## config.mk

```make
export PLATFORM = sky130hd
export DESIGN_NAME = cm_arb_stream
export DESIGN_NICKNAME = d
export VERILOG_FILES = /design/src/rtl/cm_pkg.sv /design/src/rtl/cm_arb_pick.sv /design/src/rtl/cm_arb_stream.sv
export SDC_FILE = /design/constraint.sdc
export NUM_CORES = 1
export LEC_CHECK = 0
export BUFFER_PORTS_ARGS = -buffer_cell sky130_fd_sc_hd__buf_2
export CAP_MARGIN = 10
export CORE_ASPECT_RATIO = 2
export CORE_MARGIN = 4
export CORE_UTILIZATION = 35
export CTS_CLUSTER_DIAMETER = 50
export CTS_CLUSTER_SIZE = 14
export DETAILED_ROUTE_END_ITERATION = 8
export PLACE_DENSITY = 0.88
export SLEW_MARGIN = 5
export SYNTH_ARGS = -nofsm -noshare
export SYNTH_HDL_FRONTEND = slang
export SYNTH_HIERARCHICAL = 1
export SYNTH_SLANG_ARGS = --single-unit
```

## constraint.sdc

```tcl
create_clock -name clk -period 5 [get_ports clk]
set_clock_uncertainty 0.15 [all_clocks]
set_input_delay 0.25 -clock clk [delete_from_list [all_inputs] [get_ports clk]]
set_output_delay 0.25 -clock clk [all_outputs]
set_load 0.02 [all_outputs]
```

## src/rtl/cm_pkg.sv

```systemverilog
// ----------------------------------------------------------------------------
// cm_pkg
// Shared arbitration types and helpers.
//   t_arb_algo   : arbitration algorithm selector (fixed-min, fixed-max,
//                  round-robin).
//   t_arb_state  : lock state of a packet-aware stream arbiter.
//   arb_rr_pick  : rotating-priority pick over up to ARB_MAX_N requesters,
//                  reusable by any arbiter that keeps a start pointer.
// ----------------------------------------------------------------------------
package cm_pkg;

   typedef enum logic [1:0] {
      ARB_MIN = 2'd0,
      ARB_MAX = 2'd1,
      ARB_RR  = 2'd2
   } t_arb_algo;

   typedef enum logic {
      ARB_IDLE   = 1'b0,
      ARB_LOCKED = 1'b1
   } t_arb_state;

   localparam int ARB_MAX_N = 32;

   // First set bit of req at or after ptr, wrapping modulo n. Callers pad req
   // and ptr to the full width; bits at or above n are never looked at.
   // Returns 0 when req is empty (the caller qualifies with |req).
   function automatic logic [4:0] arb_rr_pick(input logic [31:0] req,
                                              input logic [4:0]  ptr,
                                              input int unsigned n);
      logic [4:0]  pick;
      logic        found;
      int unsigned idx;
      pick  = '0;
      found = 1'b0;
      for (int unsigned i = 0; i < ARB_MAX_N; i++) begin
         if (i < n) begin
            idx = {27'd0, ptr} + i;
            // explicit compare-and-wrap: n need not be a power of two
            if (idx >= n) begin
               idx = idx - n;
            end
            if (!found && req[idx[4:0]]) begin
               found = 1'b1;
               pick  = idx[4:0];
            end
         end
      end
      return pick;
   endfunction

endpackage

```

## src/rtl/cm_arb_pick.sv

```systemverilog
// ----------------------------------------------------------------------------
// cm_arb_pick
// Combinational winner selector.
//   i_req    [N]      request vector
//   i_ptr    [IDX_W]  round-robin start pointer (ignored by MIN/MAX)
//   o_winner [IDX_W]  granted index (0 when no request)
//   o_valid           at least one request present
// ----------------------------------------------------------------------------
module cm_arb_pick
   import cm_pkg::*;
#(
   parameter  int        N     = 4,
   parameter  t_arb_algo ALGO  = ARB_RR,
   localparam int        IDX_W = (N > 1) ? $clog2(N) : 1
) (
   input  logic [N-1:0]     i_req,
   input  logic [IDX_W-1:0] i_ptr,
   output logic [IDX_W-1:0] o_winner,
   output logic             o_valid
);

   logic [31:0] w_req_pad;
   logic [4:0]  w_ptr_pad;
   logic [4:0]  w_rr_pick;

   always_comb begin
      w_req_pad              = '0;
      w_req_pad[N-1:0]       = i_req;
      w_ptr_pad              = '0;
      w_ptr_pad[IDX_W-1:0]   = i_ptr;
      w_rr_pick              = arb_rr_pick(w_req_pad, w_ptr_pad, N);
   end

   always_comb begin
      o_winner = '0;
      case (ALGO)
         ARB_MIN: begin
            // scan downward so the lowest set index is assigned last
            for (int k = N - 1; k >= 0; k--) begin
               if (i_req[k]) begin
                  o_winner = IDX_W'(k);
               end
            end
         end
         ARB_MAX: begin
            for (int k = 0; k < N; k++) begin
               if (i_req[k]) begin
                  o_winner = IDX_W'(k);
               end
            end
         end
         default: begin
            o_winner = IDX_W'(w_rr_pick);
         end
      endcase
   end

   assign o_valid = |i_req;

endmodule

```

## src/rtl/cm_arb_stream.sv

```systemverilog
// ----------------------------------------------------------------------------
// cm_arb_stream
// N-way valid/ready stream arbiter with a packet-locked multiplexer.
// A channel that wins arbitration keeps the grant until its last beat is
// accepted downstream. Input to output is purely combinational.
//   clk, rst_n            clock / asynchronous active-low reset
//   i_mask   [N]          per-channel enable for new arbitration
//   i_valid  [N]          per-channel valid
//   i_last   [N]          per-channel end-of-packet
//   i_data   [N*W]        channel k at [k*W +: W]
//   o_ready  [N]          per-channel ready (at most one set)
//   o_valid, o_last       forwarded handshake
//   o_data   [W]          forwarded data
//   o_idx    [IDX_W]      source channel of the forwarded beat
//   i_ready               downstream ready
//   o_locked              a packet is in progress
// ----------------------------------------------------------------------------
module cm_arb_stream
   import cm_pkg::*;
#(
   parameter  int        N     = 4,
   parameter  int        W     = 32,
   parameter  t_arb_algo ALGO  = ARB_RR,
   localparam int        IDX_W = (N > 1) ? $clog2(N) : 1
) (
   input  logic             clk,
   input  logic             rst_n,
   input  logic [N-1:0]     i_mask,
   input  logic [N-1:0]     i_valid,
   input  logic [N-1:0]     i_last,
   input  logic [N*W-1:0]   i_data,
   output logic [N-1:0]     o_ready,
   output logic             o_valid,
   output logic             o_last,
   output logic [W-1:0]     o_data,
   output logic [IDX_W-1:0] o_idx,
   input  logic             i_ready,
   output logic             o_locked
);

   t_arb_state       r_state;
   logic [IDX_W-1:0] r_gnt;
   logic [IDX_W-1:0] r_rr_ptr;

   logic [N-1:0]     w_req;
   logic [IDX_W-1:0] w_winner;
   logic             w_win_valid;
   logic [IDX_W-1:0] w_sel;
   logic             w_ch_valid;
   logic             w_locked;
   logic             w_accept;

   function automatic logic [IDX_W-1:0] f_wrap_inc(input logic [IDX_W-1:0] x);
      return (x == IDX_W'(N - 1)) ? '0 : x + IDX_W'(1);
   endfunction

   assign w_req    = i_valid & i_mask;
   assign w_locked = (r_state == ARB_LOCKED);

   cm_arb_pick #(
      .N    (N),
      .ALGO (ALGO)
   ) u_pick (
      .i_req    (w_req),
      .i_ptr    (r_rr_ptr),
      .o_winner (w_winner),
      .o_valid  (w_win_valid)
   );

   // The mask only gates new arbitration; once locked the granted channel is
   // followed regardless of i_mask.
   assign w_sel = w_locked ? r_gnt : w_winner;

   always_comb begin
      o_data     = '0;
      o_last     = 1'b0;
      w_ch_valid = 1'b0;
      for (int k = 0; k < N; k++) begin
         if (IDX_W'(k) == w_sel) begin
            o_data     = i_data[k*W +: W];
            o_last     = i_last[k];
            w_ch_valid = i_valid[k];
         end
      end
   end

   assign o_valid  = w_locked ? w_ch_valid : w_win_valid;
   assign o_idx    = w_sel;
   assign o_locked = w_locked;
   assign w_accept = o_valid && i_ready && o_last;

   genvar gi;
   generate
      for (gi = 0; gi < N; gi++) begin : g_ready
         assign o_ready[gi] = i_ready && (w_sel == IDX_W'(gi)) && o_valid;
      end
   endgenerate

   // Any granted beat that is not a completed single-beat packet locks, so a
   // stalled beat cannot have its source swapped underneath it.
   always_ff @(posedge clk or negedge rst_n) begin
      if (!rst_n) begin
         r_state  <= ARB_IDLE;
         r_gnt    <= '0;
         r_rr_ptr <= '0;
      end else begin
         case (r_state)
            ARB_IDLE: begin
               if (w_win_valid) begin
                  if (w_accept) begin
                     if (ALGO == ARB_RR) begin
                        r_rr_ptr <= f_wrap_inc(w_winner);
                     end
                  end else begin
                     r_state <= ARB_LOCKED;
                     r_gnt   <= w_winner;
                  end
               end
            end
            ARB_LOCKED: begin
               if (w_accept) begin
                  r_state <= ARB_IDLE;
                  if (ALGO == ARB_RR) begin
                     r_rr_ptr <= f_wrap_inc(r_gnt);
                  end
               end
            end
            default: begin
               r_state <= ARB_IDLE;
            end
         endcase
      end
   end

   a_gnt_range : assert property (@(posedge clk) disable iff (!rst_n)
      int'(r_gnt) < N);

   a_idx_stable : assert property (@(posedge clk) disable iff (!rst_n)
      (w_locked && !w_accept) |=> (o_idx == $past(o_idx)));

   a_ready_onehot : assert property (@(posedge clk) disable iff (!rst_n)
      $onehot0(o_ready));

endmodule

```

Word-level counts from Yosys, hierarchy flattened
Cells that the tools add are included.
{"block": "op_classes", "addsub": 9, "n_mul": 0, "div_mod_pow": 0, "magnitude_cmp": 8, "n_eq_ne": 11, "shifts": 0, "muxes": 42, "n_bitwise": 3, "reduce_logical": 20}
{"op": "2-to-1 mux 32 bit", "count": 4}
{"op": "greater-or-equal comparator 32 x 3 -> 1 bit, second input constant", "count": 3}
{"op": "less-than comparator 5 x 6 -> 1 bit, second input constant", "count": 4}
{"op": "binary-select mux 1 bit (select 5 bit)", "count": 4}
{"op": "2-to-1 mux 2 bit", "count": 10}
{"op": "2-to-1 mux 5 bit", "count": 4}
{"op": "2-to-1 mux 1 bit", "count": 18}
{"op": "subtractor 5 x 3 -> 5 bit, second input constant", "count": 3}
{"op": "logical AND 1 bit", "count": 13}
{"op": "equality test 2 bit, second input constant", "count": 4}
{"op": "adder 2 x 2 -> 3 bit, second input constant", "count": 2}
{"op": "AND reduction 3 bit", "count": 2}
{"op": "adder 2 x 1 -> 2 bit, second input constant", "count": 2}
{"op": "bitwise AND 4 bit", "count": 1}
{"op": "equality test 2 bit, first input constant", "count": 2}
{"op": "!= test 2 bit, second input constant", "count": 2}
{"op": "case mux 2 bit (2 select lines)", "count": 1}
{"op": "OR reduction 4 bit", "count": 1}
{"op": "subtractor 2 x 3 -> 4 bit, second input constant", "count": 1}
{"op": "adder 2 x 1 -> 3 bit, second input constant", "count": 1}
{"op": "greater-or-equal comparator 2 x 3 -> 1 bit, second input constant", "count": 1}
{"op": "logical NOT 1 bit", "count": 3}
{"op": "equality test 1 x 2 -> 1 bit, first input constant", "count": 1}
{"op": "equality test 2 x 1 -> 1 bit, second input constant", "count": 1}
{"op": "other kinds (4)", "count": 5}
{"block": "word_totals", "regBits": 5, "latchBits": 0, "ram_bits": 0, "romBits": 0, "word_cells": 96, "memories": 0}

Depth between registers and ports, before layout
{"block": "depth", "depth_word": 26, "ltp_mapped": 13}

By module
The synthesis kept the hierarchy.
{"module": "cm_arb_stream", "n_inst": 1, "cells_per_inst": 257, "area_per_inst_um2": 1383.8}
{"module": "cm_arb_pick", "n_inst": 1, "cells_per_inst": 35, "area_per_inst_um2": 297.8}

Least setup slack after synthesis
OpenSTA, ideal clock, no wires.
{"block": "synth_path", "path_type": "reg2out", "start": "register r_rr_ptr[1]", "end": "output port o_ready[0]", "arrival_time_ns": 3.758, "path_slack_ns": 0.842, "stages_incl_launch_ff": 13, "cell_sequence": "dfrtp_1 > clkbuf_1 > inv_1 > ha_1 > mux2_2 > nand4_1 > or4bb_1 > a22o_2 > mux2i_1 > buf_2 > inv_1 > clkbuf_1 > nor4_1"}
{"block": "synth_between", "elab_chain_cells": 22, "word_cells_on_any_way": 48, "cone_classes": "add/sub: 7; order compare: 4; eq/ne: 3; mux: 25; reduce/logical: 9"}
{"element": "start, declared", "line": "cm_arb_stream.sv:43", "text": "logic [IDX_W-1:0] r_rr_ptr;"}
{"element": "start signal, assigned", "line": "cm_arb_stream.sv:112", "text": "r_rr_ptr <= f_wrap_inc(w_winner);"}
{"element": "start signal, assigned", "line": "cm_arb_stream.sv:124", "text": "r_rr_ptr <= f_wrap_inc(r_gnt);"}
{"element": "parallel branches: the longest is 13 deep, another holds greater-or-equal comparator 32 x 3 -> 1 bit"}
{"element": "2-to-1 mux 2 bit (*)", "line": "cm_pkg.sv:43", "text": "if (!found && req[idx[4:0]]) begin"}
{"element": "net w_winner[0]", "line": "cm_arb_stream.sv:46", "text": "logic [IDX_W-1:0] w_winner;"}
{"element": "2-to-1 mux 2 bit (*)", "line": "cm_arb_stream.sv:72", "text": "assign w_sel = w_locked ? r_gnt : w_winner;"}
{"element": "net o_idx[0]", "line": "cm_arb_stream.sv:36", "text": "output logic [IDX_W-1:0] o_idx,"}
{"element": "logical NOT 2 bit", "line": "cm_arb_stream.sv:79, cm_arb_stream.sv:95"}
{"element": "2-to-1 mux 1 bit (4 in a row)", "line": "cm_arb_stream.sv:79", "text": "if (IDX_W'(k) == w_sel) begin"}
{"element": "2-to-1 mux 1 bit", "line": "cm_arb_stream.sv:87", "text": "assign o_valid = w_locked ? w_ch_valid : w_win_valid;"}
{"element": "logical AND 1 bit (*)", "line": "cm_arb_stream.sv:95", "text": "assign o_ready[gi] = i_ready && (w_sel == IDX_W'(gi)) && o_valid;"}
{"element": "end, declared", "line": "cm_arb_stream.sv:32", "text": "output logic [N-1:0] o_ready,"}
Mark *: on every way through the listed nets, which the timed path passes. The select of a mux whose other input is x is not followed.

Worst setup path in the final report
{"block": "layout_path", "start": "register r_rr_ptr[0]", "end": "output port o_data[19]"}
{"block": "layout_between", "elab_chain_cells": 20, "word_cells_on_any_way": 45, "cone_classes": "add/sub: 7; order compare: 4; eq/ne: 3; mux: 24; reduce/logical: 7"}
{"element": "parallel branches: the longest is 13 deep, another holds greater-or-equal comparator 32 x 3 -> 1 bit"}
{"element": "2-to-1 mux 2 bit (*)", "line": "cm_pkg.sv:43"}
{"element": "net w_winner[0]", "line": "cm_arb_stream.sv:46"}
{"element": "2-to-1 mux 2 bit (*)", "line": "cm_arb_stream.sv:72"}
{"element": "logical NOT 2 bit", "line": "cm_arb_stream.sv:79"}
{"element": "2-to-1 mux 32 bit (3 in a row)", "line": "cm_arb_stream.sv:79"}
{"element": "2-to-1 mux 32 bit (*)", "line": "cm_arb_stream.sv:79"}
{"element": "end, declared", "line": "cm_arb_stream.sv:35", "text": "output logic [W-1:0] o_data,"}
Marked as above.

==> results.cfg <==
[critical_path]
crit-reg2reg-launch = r_rr_ptr[0]
cp_slowest_cell = dfrtp_1
r2r_slack_ns = 0.81
required_ns = 4.60
cp-end-kind = output pin
setup.worst_path.start = r_rr_ptr[0]
crit_top_cell = inv_1
critPathArrivalTime_ns = 3.89
path_delay_family = simple AND/OR/NAND/NOR gates
worst-path-buf-inv = 3
cp-start-kind = register
path_max_fanout = 35
crit_chain = inv_1, ha_1, mux2_2, nand4_1, or4bb_1, a22o_2, mux2i_4, inv_1, and3_1, a31oi_1, buf_2
max_stage_delay_ns = 0.62
crit_type = register to output pin

[synth]
ys_ff_latch = 5
yosysSeqAreaShare_pct = 7.44
synthAdderAreaFrac_pct = 2.98
synth-xor-area-share_pct = 0.521
synth_top_area_share_pct = 29.0
syn_area_per_cell_um2 = 5.76
yosys_warnings = 6
synth_area_leaders = nand2_1 29%, a31oi_1 12%, and3_1 12%
synth_top_family_by_area = simple AND/OR/NAND/NOR gates
synth_fp_nets = 439
yosys.area.top_type = nand2_1
synthCells = 292
synthMuxAreaShare_pct = 12.3
yosys.area_share.simple_pct = 53.0
synth_compound_area_share_pct = 16.2
ys_types = 40
synthesis.area_mm2 = 0.00168

[power]
p_per_area_mw_per_mm2 = 711
peakVddDrop_mv = 0.637
total_power_mw = 1.88
p_leak_nw = 1.56

[clock_tree]
clock_latency_ns = 0.23
clockBufferDepth = 2
cts_setup_buffers = 0
root_buffer = clkbuf_8
cts_tree = done
cts_buffers = 3
clock_sinks = 5
cts-htree-levels = 1
clk_pin_slew_ns = 0.04

[sta]
clock.fmax_mhz = 233
fin_crit_ns = 4.29
tightest_slew_ns = 0.836
hold_violations = 0
setup_viol = 0
rsz0062_at_grt = no
tns_ns = 0
maxSlewViolCount = 0
finalCritPeriodShare_pct = 85.9
relSlewSlack_pct = 44.2

[worst_hold_path]
hp-class = primary input to async pin

[placed_design]
place.detailed.hpwl_um = 5880
dpl.cell_count = 509
place.gp.congestion = 0.869
io_buffers = 183

[drt]
drt-total-wl_um = 7330
drcViolationCount = 0
wl_per_cell_um = 14.3
viasPerCell = 5.26
route.antenna.remaining_nets = 0
firstDrtPassIters = 4
num_vias = 2706
drt_iter0_markers = 170

[layout]
drive_gt1_share_pct = 43.8
final-seq-area_um2 = 125
fillers = 460
num-nets-final = 607
final-instance-count-excl-fill = 514
synthToLayoutAreaGrowth_pct = 57.6
multi_input_area_mm2 = 0.00144
antenna_cells = 0

[floorplan]
fp.dieH_um = 106
start_util_pct = 36.2
coreArea_mm2 = 0.00464
die-area_mm2 = 0.00605
pin_count = 184
die_w_um = 57.0
rows = 35

[global_routing]
grt_max_degree = 67
overflow = 0
antenna_found_initial = 0
grt_pass1_vias = 2597
gr-usage-all-layers_pct = 22.0
grt_pass1_wl_um = 11100

[outcome]
status = finished clean

[run]
drv_cap = 0
flip-flops by register name (all words and copies together), names as in the netlist:
register,cells
o_locked,1
r_gnt,2
r_rr_ptr,2
power breakdown:
group | internal [mW] | switching (mW)
clock | 0.0549 | 0.0217
combinational | 0.613 | 1.08
sequential | 0.0582 | 0.0518
total | 0.726 | 1.16
final timing paths:
kind | end | depth (start not counted)
setup / recovery | o_data[19] | 11
hold reg to reg | r_gnt[0] | 1
hold / removal | r_rr_ptr[0] | 2
min in group clk | r_gnt[1] | 3
setup reg to reg | r_rr_ptr[1] | 11
max in group asynchronous | r_rr_ptr[1] | 2
cells by family after synthesis:
kind of cell / Yosys count
xor gates and xnor gates: 1
AOI/OAI and AO/OA: 43
and+or+nand+nor: 193
buffers and inverters: 29
adders and majority gates: 4
DFF: 5
muxes: 17
area by class of cell:
type / instances / area share [%]
multi-input cells: 258 / 54.4
flip-flops and latches: 5 / 4.72
well taps: 55 / 2.60
repair buffers: 187 / 35.8
inverters: 5 / 0.803
clock buffers: 4 / 1.70
repair_timing:
item	4_1_cts	5_1_grt
gates resized for setup	0	0
hold endpoints to repair	5	0
hold buffers	1	0
cell usage after synthesis, drive strengths merged:
cell type,instances
nor3,1
o31ai,2
mux2i,10
mux4,1
mux2,6
nand2,130
nor2,7
and2,4
xnor2,1
clkbuf,17
nor4,5
a211oi,1
or4bb,1
buf,7
or4b,1
a22o,1
nand2b,1
a21oi,3
ha,4
nand3,1
nand4,2
dfrtp,5
nor4b,1
o21ai,2
and2b,1
and3,32
or4,1
a31oi,33
nor2b,3
inv,5
nor3b,2
a211o,1
through the flow:
stage | hold WS, ns | utilization [%] | area (um2) | setup slack [ns]
finish | 0.227 | 57.1 | 2650 | 0.706
detailed placement | -0.0749 | 55.9 | 2590 | 0.860
global route | 0.248 | 57.1 | 2650 | 0.423
floorplan | -0.196 | - | 1680 | 0.842
global placement | -0.0799 | 55.9 | 2590 | 1.01
CTS | 0.222 | 57.1 | 2650 | 0.732
layer usage:
layer,part of all wire (%),global-route usage (%)
met2,54,42.4
met4,2.5,7.63
met3,8.7,3.65
met1,35,22.8
met5,0,0
cell usage in the layout (no fill, tap or decap), types with 3 or more instances in the layout:
cell,Yosys,routed
clkbuf_8,0,3
mux2i_1,8,7
nor4_1,5,5
buf_2,4,183
dfrtp_1,5,5
nand2_1,130,130
a21oi_1,3,3
nor2_1,7,7
mux2_2,4,4
buf_4,1,3
ha_1,4,4
and2_1,4,4
and3_1,32,32
inv_1,4,4
a31oi_1,33,33
nor2b_1,3,3
Power figures use the tool's default switching activity.
